File: config.mk
export PLATFORM = sky130hd
export DESIGN_NAME = lif_tdm_scheduler
export DESIGN_NICKNAME = d
export VERILOG_FILES = /design/src/rtl/lif_tdm_scheduler.sv
export SDC_FILE = /design/constraint.sdc
export NUM_CORES = 1
export LEC_CHECK = 0
export BUFFER_PORTS_ARGS = -buffer_cell sky130_fd_sc_hd__clkbuf_2
export CELL_PAD_IN_SITES_DETAIL_PLACEMENT = 0
export CELL_PAD_IN_SITES_GLOBAL_PLACEMENT = 2
export CORE_UTILIZATION = 39
export DETAILED_ROUTE_END_ITERATION = 8
export GPL_TIMING_DRIVEN = 0
export PLACE_DENSITY = 0.88
export SLEW_MARGIN = 20
export SYNTH_ARGS = -nofsm -noshare
export SYNTH_HDL_FRONTEND = slang
export SYNTH_SLANG_ARGS = --single-unit
File: constraint.sdc
create_clock -name clk -period 5.2 [get_ports clk]
set_clock_uncertainty 0.05 [all_clocks]
set_input_delay 0.26 -clock clk [delete_from_list [all_inputs] [get_ports clk]]
set_output_delay 0.26 -clock clk [all_outputs]
set_load 0.1 [all_outputs]
File: src/rtl/lif_tdm_scheduler.sv
// Time-multiplexed LIF sequencer: one shared leak/integrate/fire datapath sweeps all
// virtual neurons in index order per tick and emits spikes on a valid/ready port.
//
// state  | meaning
// IDLE   | waiting for tick; currents latched on accept
// UPDATE | one neuron per cycle: leak, integrate, saturate, compare
// EMIT   | spike event held on spike_valid/spike_idx until spike_ready
// DONE   | one-cycle sweep_done, then back to IDLE
module lif_tdm_scheduler #(
    parameter int N_NEURONS  = 4,
    parameter int WIDTH      = 8,
    parameter int THRESHOLD  = 200,
    parameter int LEAK_SHIFT = 1,
    localparam int IDXW      = $clog2(N_NEURONS)
) (
    input  logic                       clk,
    input  logic                       rst,
    input  logic                       tick,
    input  logic [N_NEURONS*WIDTH-1:0] current_in,
    output logic                       spike_valid,
    input  logic                       spike_ready,
    output logic [IDXW-1:0]            spike_idx,
    output logic                       busy,
    output logic                       sweep_done,
    output logic                       overrun,
    input  logic [IDXW-1:0]            mon_idx,
    output logic [WIDTH-1:0]           mon_state
);

    typedef enum logic [1:0] {IDLE, UPDATE, EMIT, DONE} state_t;

    localparam logic [WIDTH:0]  THR      = (WIDTH+1)'(THRESHOLD);
    localparam logic [IDXW-1:0] LAST_IDX = IDXW'(N_NEURONS - 1);

    state_t                     state, state_nx;
    logic [WIDTH-1:0]           membrane [N_NEURONS];
    logic [N_NEURONS*WIDTH-1:0] cur_lat;
    logic [IDXW-1:0]            idx;
    logic [WIDTH-1:0]           m_cur, c_cur, sat;
    logic [WIDTH:0]             sum;
    logic                       fire, last;
    logic                       start, idx_inc, mem_wr;

    assign m_cur = membrane[idx];
    assign c_cur = cur_lat[idx*WIDTH +: WIDTH];
    // m - (m >> LEAK_SHIFT) cannot underflow; the extra bit catches the carry for saturation
    assign sum   = {1'b0, m_cur - (m_cur >> LEAK_SHIFT)} + {1'b0, c_cur};
    assign sat   = sum[WIDTH] ? '1 : sum[WIDTH-1:0];
    assign fire  = {1'b0, sat} >= THR;
    assign last  = (idx == LAST_IDX);

    assign mon_state = membrane[mon_idx];

    always_ff @(posedge clk or posedge rst) begin
        if (rst) state <= IDLE;
        else     state <= state_nx;
    end

    always_comb begin
        state_nx = state;
        start    = 1'b0;
        idx_inc  = 1'b0;
        mem_wr   = 1'b0;
        case (state)
            IDLE: begin
                if (tick) begin
                    start    = 1'b1;
                    state_nx = UPDATE;
                end
            end
            UPDATE: begin
                mem_wr = 1'b1;
                if (fire)      state_nx = EMIT;
                else if (last) state_nx = DONE;
                else           idx_inc  = 1'b1;
            end
            EMIT: begin
                if (spike_ready) begin
                    if (last) begin
                        state_nx = DONE;
                    end else begin
                        idx_inc  = 1'b1;
                        state_nx = UPDATE;
                    end
                end
            end
            DONE:    state_nx = IDLE;
            default: state_nx = IDLE;
        endcase
    end

    always_ff @(posedge clk or posedge rst) begin
        if (rst) begin
            for (int i = 0; i < N_NEURONS; i++) membrane[i] <= '0;
            cur_lat     <= '0;
            idx         <= '0;
            spike_idx   <= '0;
            spike_valid <= 1'b0;
            busy        <= 1'b0;
            sweep_done  <= 1'b0;
            overrun     <= 1'b0;
        end else begin
            if (start) begin
                cur_lat <= current_in;
                idx     <= '0;
            end else if (idx_inc) begin
                idx <= idx + 1'b1;
            end
            if (mem_wr) membrane[idx] <= fire ? '0 : sat;
            if (mem_wr && fire) spike_idx <= idx;
            // outputs registered from next state so they align with the state they describe
            spike_valid <= (state_nx == EMIT);
            busy        <= (state_nx != IDLE);
            sweep_done  <= (state_nx == DONE);
            overrun     <= overrun | (tick & (state != IDLE));
        end
    end

endmodule
### Word-level counts from Yosys, hierarchy flattened

Index checks and enable logic that the tools add are counted.

| operators by class | value |
|---|---|
| reduce and logical (&&, ||, !) cells | 6 |
| shift operators | 1 |
| add/subtract/negate cells | 3 |
| magnitude comparators | 4 |
| equality and inequality tests | 6 |
| bitwise operators | 4 |
| multiplexer cells | 26 |

Operators by type and width:

| kind | number |
|---|---|
| two-way mux 8 bit | 7 |
| binary-select mux 8 bit (select 2 bit) | 2 |
| bitwise mux 32 bit | 1 |
| indexed part select 32 x 6 -> 8 bit | 1 |
| demux 8 bit (select 2 bit) | 1 |
| two-way mux 2 bit | 7 |
| equality test 2 bit, second input constant | 5 |
| adder 8 x 8 -> 9 bit | 1 |
| >= comparator 8 bit, second input constant | 1 |
| case mux 2 bit (4 select lines) | 1 |
| subtractor 8 x 7 -> 8 bit | 1 |
| >= comparator 3 bit, second input constant | 2 |
| two-way mux 1 bit | 6 |
| inverter 2 -> 3 bit | 2 |
| nonzero test 2 bit | 3 |
| < comparator 3 x 1 -> 1 bit, second input constant | 1 |
| adder 2 x 1 -> 2 bit, second input constant | 1 |
| equality test 2 x 1 -> 1 bit, second input constant | 1 |
| logical AND 1 bit | 2 |
| logical NOT 2 bit | 1 |
| case mux 1 bit (2 select lines) | 1 |
| bitwise AND 1 bit | 1 |
| bitwise OR 1 bit | 1 |

| storage, ports and cells | value |
|---|---|
| word-level logic and storage cells | 62 |
| flip-flop bits (word level) | 74 |

### Logic depth before layout (Yosys ltp)

| depth | value |
|---|---|
| depth in word-level cells | 12 |
| mapped depth | 21 |
| mapped depth without buffers | 19 |

### Least setup slack after synthesis

No wires, ideal clock.

| timing path | value |
|---|---|
| kind | flip-flop to flip-flop |
| from | register idx[1] |
| to | register spike_valid |
| library setup time | 128 ps |
| stages on the path, launching flop included | 20 |
| slack | 724 ps |
| data arrival time | 4,298 ps |
| period minus slack after synthesis | 4,476 ps |
| path through | dfrtp_1 clkbuf_1 clkbuf_1 mux4_2 ha_1 a21o_1 a21oi_1 o21bai_1 a21oi_1 o21ai_0 xnor2_1 ha_1 nand2b_1 and3b_1 mux2_2 o32ai_4 a21oi_4 a221o_1 inv_2 nor2_1 |

| on the way | value |
|---|---|
| cells in the longest elaborated chain, start to end | 11 |

RTL lines:

| element | line | RTL |
|---|---|---|
| from (decl) | 38 | `logic [IDXW-1:0] idx;` |
| from (signal assigned) | 107 | `idx <= idx + 1'b1;` |
| inverter 2 -> 3 bit (not written as such) | 44 | `assign m_cur = membrane[idx];` |
| binary-select mux 8 bit (select 2 bit) | 44 |  |
| two-way mux 8 bit (not written as such) (2 in series) | 44 |  |
| subtractor 8 x 7 -> 8 bit | 47 | `assign sum = {1'b0, m_cur - (m_cur >> LEAK_SHIFT)} + {1'b0, c_cur};` |
| adder 8 x 8 -> 9 bit | 47 |  |
| two-way mux 8 bit | 48 | `assign sat = sum[WIDTH] ? '1 : sum[WIDTH-1:0];` |
| >= comparator 8 bit | 49 | `assign fire = {1'b0, sat} >= THR;` |
| two-way mux 2 bit (*) | 73 | `if (fire) state_nx = EMIT;` |
| case mux 2 bit (4 select lines) (*) | 64 | `case (state)` |
| via state_nx[0] | 35 | `state_t state, state_nx;` |
| equality test 2 bit (*) | 112 | `spike_valid <= (state_nx == EMIT);` |
| to (signal assigned) | 112 |  |
| to (decl) | 20 | `output logic spike_valid,` |

Mark *: on every way through the listed nets, which the timed path passes. The rest lies on a longest branch. The select of a mux whose other input is x is not followed.
A chain may end at the register's enable or synchronous reset.

### Worst setup path in the final report

| timing path | value |
|---|---|
| from | register idx[1] |
| to | register membrane[13] in the netlist's numbering |

| on the way | value |
|---|---|
| cells in the longest elaborated chain, start to end | 10 |

RTL lines:

| element | line | RTL |
|---|---|---|
| inverter 2 -> 3 bit | 44, 109 |  |
| binary-select mux 8 bit (select 2 bit) | 44 |  |
| two-way mux 8 bit (not written as such) (2 in series) | 44 |  |
| subtractor 8 x 7 -> 8 bit | 47 |  |
| adder 8 x 8 -> 9 bit | 47 |  |
| two-way mux 8 bit | 48 |  |
| >= comparator 8 bit | 49 |  |
| two-way mux 8 bit | 109 | `if (mem_wr) membrane[idx] <= fire ? '0 : sat;` |
| bitwise mux 32 bit (*) | 109 |  |
| to (signal, indexed assignment) | 109 |  |
| to (decl) | 36 | `logic [WIDTH-1:0] membrane [N_NEURONS];` |

Every way passes the cells marked *; elsewhere a longest branch is shown, timed or not. The select of a mux whose other input is x is not followed.

==> run metrics <==
status finished, final reports clean; via/cell ratio approximately 5; drt pass-1 iters 4; most used cell, CP a21oi_1; H-tree lvl count 3; Cell Area, Placed around 4700 sq um; routed len/inst 16.5 um; initial antenna violation count 0; Fillers ~1000; Die Wd about 110 um; DRT iter0 DRCs 150; # diodes 0; Yosys warning count 0; final cycle utilization of the critical path about nine tenths; syn avg cell area about 12 sq um; clk root buf clkbuf_8; wire length of the first global-routing pass 14900 um; RSZ-0062 raised after global routing false; Syn Nets between 400 and 500; Reg clk slew, reported paths about 0.090 ns; Synth area leaders dfrtp_1, mux4_2, mux2_2; Min-Delay Path Class in2reg; Critical Path End Type register; # clock sinks between 70 and 80; Post-synth EDFFs 0; pin count of the biggest net entering global routing 41; routed via count around 2800; layout cells sized above 1 a little over a third; antenna viol nets, final 0; final wirelength 9120 um; final hold slack between 0.08 and 0.09 ns; Final Slew Violations 0; Synth Cell Area about 4200 sq um; Seq/Total Area, Yosys about 44%; Async S/R FF share, synth 100%; Setup WS pre-CTS -0.327 ns; startpoint types register; final hold vios 0; nets around 470; die area 11300 sq um; slew margin rel. 47.8%; DP Cell Count roughly 540; DP HPWL between 6000 and 7000 um; num rows 37; most numerous cell in the Yosys netlist dfrtp_1; CTS tree yes; slew of the pin with the lowest slew margin 0.783 ns; dominant synthesized flop cell dfrtp_1; Slowest-stage cell, CP clkbuf_2; CP arrival between 4 and 5 ns; total grt overflow 0; Ports 52; CP max stage delay ~0.54 ns; port bufs 49; CTS buffer count 9; CP cell instances clkbuf_2 -> mux4_2 -> inv_1 -> ha_1 -> a21o_1 -> a21oi_1 -> o21bai_1 -> a21oi_1 -> xnor2_1 -> ha_1 -> a21oi_1 -> o211a_1 -> mux2i_1 -> nand2_1 -> a21oi_4 -> a21oi_1 -> mux2_2; Setup CP Type reg2reg; clk_lat worst skew approximately 0.35 ns; die height between 100 and 150 um; Finished Cell Area ~5000 sq um; Yosys reg bits 74; Core Box Area between 10000 and 15000 sq um; top cells by count, synth dfrtp_1, mux2_2, nand2_1, inv_1, mux4_2; DRC 0; Final Wtd Congestion around 0.77; Final Critical Period between 4 and 5 ns; gr usage total approximately 17%; Initial Utilization around two fifths; Max-Cap Viols 0; final setup fails 0; synth-to-layout area growth 15.1%; cell taking the most area after synthesis dfrtp_1; critical path peak fanout 19; PnR worst setup slack about 0.42 ns; Yosys cell types 41; Max Clk Rate 0.209 GHz; Worst Path Required around 5.4 ns; post-route non-filler standard cell count 552; share of the synthesized area in the top cell type a little over two fifths; vias in the first global route around 2900; cells after synthesis 350; Max Root-Sink Buffers 2
==> worst paths after layout <==
| kind | startpoint | to | slack, ns | cells past startpoint |
|---|---|---|---|---|
| setup / recovery | idx[1] | membrane[13] | 0.42 | 17 |
| hold / removal | current_in[2] | cur_lat[2] | 0.08 | 2 |
| setup reg to reg | idx[1] | membrane[13] | 0.42 | 17 |
| hold reg to reg | overrun | overrun | 0.42 | 1 |
| max in group asynchronous | rst | membrane[3] | 4.10 | 4 |
| min in group asynchronous | rst | cur_lat[13] | 0.42 | 3 |
==> cells in the final DEF (no fill, tap or decap), types with 2 or more instances in the layout <==
master	n
a21o_1	4
a21oi_1	17
a221o_1	2
and2_1	2
clkbuf_1	10
clkbuf_2	50
clkbuf_8	12
clkinv_2	2
clkinvlp_4	2
dfrtp_1	74
fa_1	2
ha_1	22
inv_1	23
inv_2	2
mux2_2	45
mux2_4	2
mux2i_1	3
mux4_2	24
nand2_1	37
nand3_1	5
nor2_1	10
nor2b_1	2
nor3_1	2
o21ai_0	15
o21bai_1	3
o31ai_1	12
xnor2_1	9
xor2_1	2
==> cells by family after synthesis <==
logic type / share of synthesized area (%)
muxes: 26.1
DFF: 43.7
and+or+nand+nor: 6.94
AOI/OAI and AO/OA: 9.81
buffers and inverters: 3.69
adders and majority gates: 7.44
xor gates and xnor gates: 2.27
==> per-stage QoR <==
step           utilization, %  TNS [ns]
6_report                 46.8         0
5_1_grt                  46.8         0
4_1_cts                  46.8         0
3_5_place_dp             44.9     -8.87
3_3_place_gp             44.7     -7.08
2_1_floorplan               -         0
==> layer usage <==
layer  vias up  part of all wire [%]  GRT usage, %
li1       1385                     -             -
met1      1405                    48          24.2
met2        39                    48          27.4
met3        11                   3.1          3.43
met4         0                   1.4          5.95
met5         -                     0             0
==> critical path: cells and delay by family, from the launching register on <==
family | cells | cell delay (ns)
AOI/OAI and AO/OA | 8 | 1.71
and+or+nand+nor | 1 | 0.13
DFF | 1 | 0.38
muxes | 3 | 1.02
adders and majority gates | 2 | 0.55
xor gates and xnor gates | 1 | 0.16
buffers and inverters | 2 | 0.63
==> state kept, by name (all words and copies together), names as in the netlist <==
signal       flops
membrane        32
cur_lat         32
sweep_done       1
spike_valid      1
state            2
overrun          1
spike_idx        2
busy             1
idx              2
==> timing repair <==
| item | CTS | global route |
|---|---|---|
| gates resized for setup | 1 | 1 |
| buffers inserted | 0 | 0 |
| setup endpoints to repair | 41 | 2 |
| hold buffers | 1 | 0 |
| hold endpoints to repair | 34 | 0 |
==> cell type report <==
type	instances	area, sq um	area share, %
Sequential cell	74	1850	38.0
Clock inverter	4	25.0	0.513
Inverter	26	100	2.05
Multi-Input combinational cell	235	2230	45.7
Tap cell	136	170	3.49
Buffer	14	58.8	1.21
Timing Repair Buffer	51	275	5.65
Clock buffer	12	165	3.39
Power is left out: the tool's default activity adds up to more than one toggle a clock period on the data nets, which glitch-free logic cannot reach.
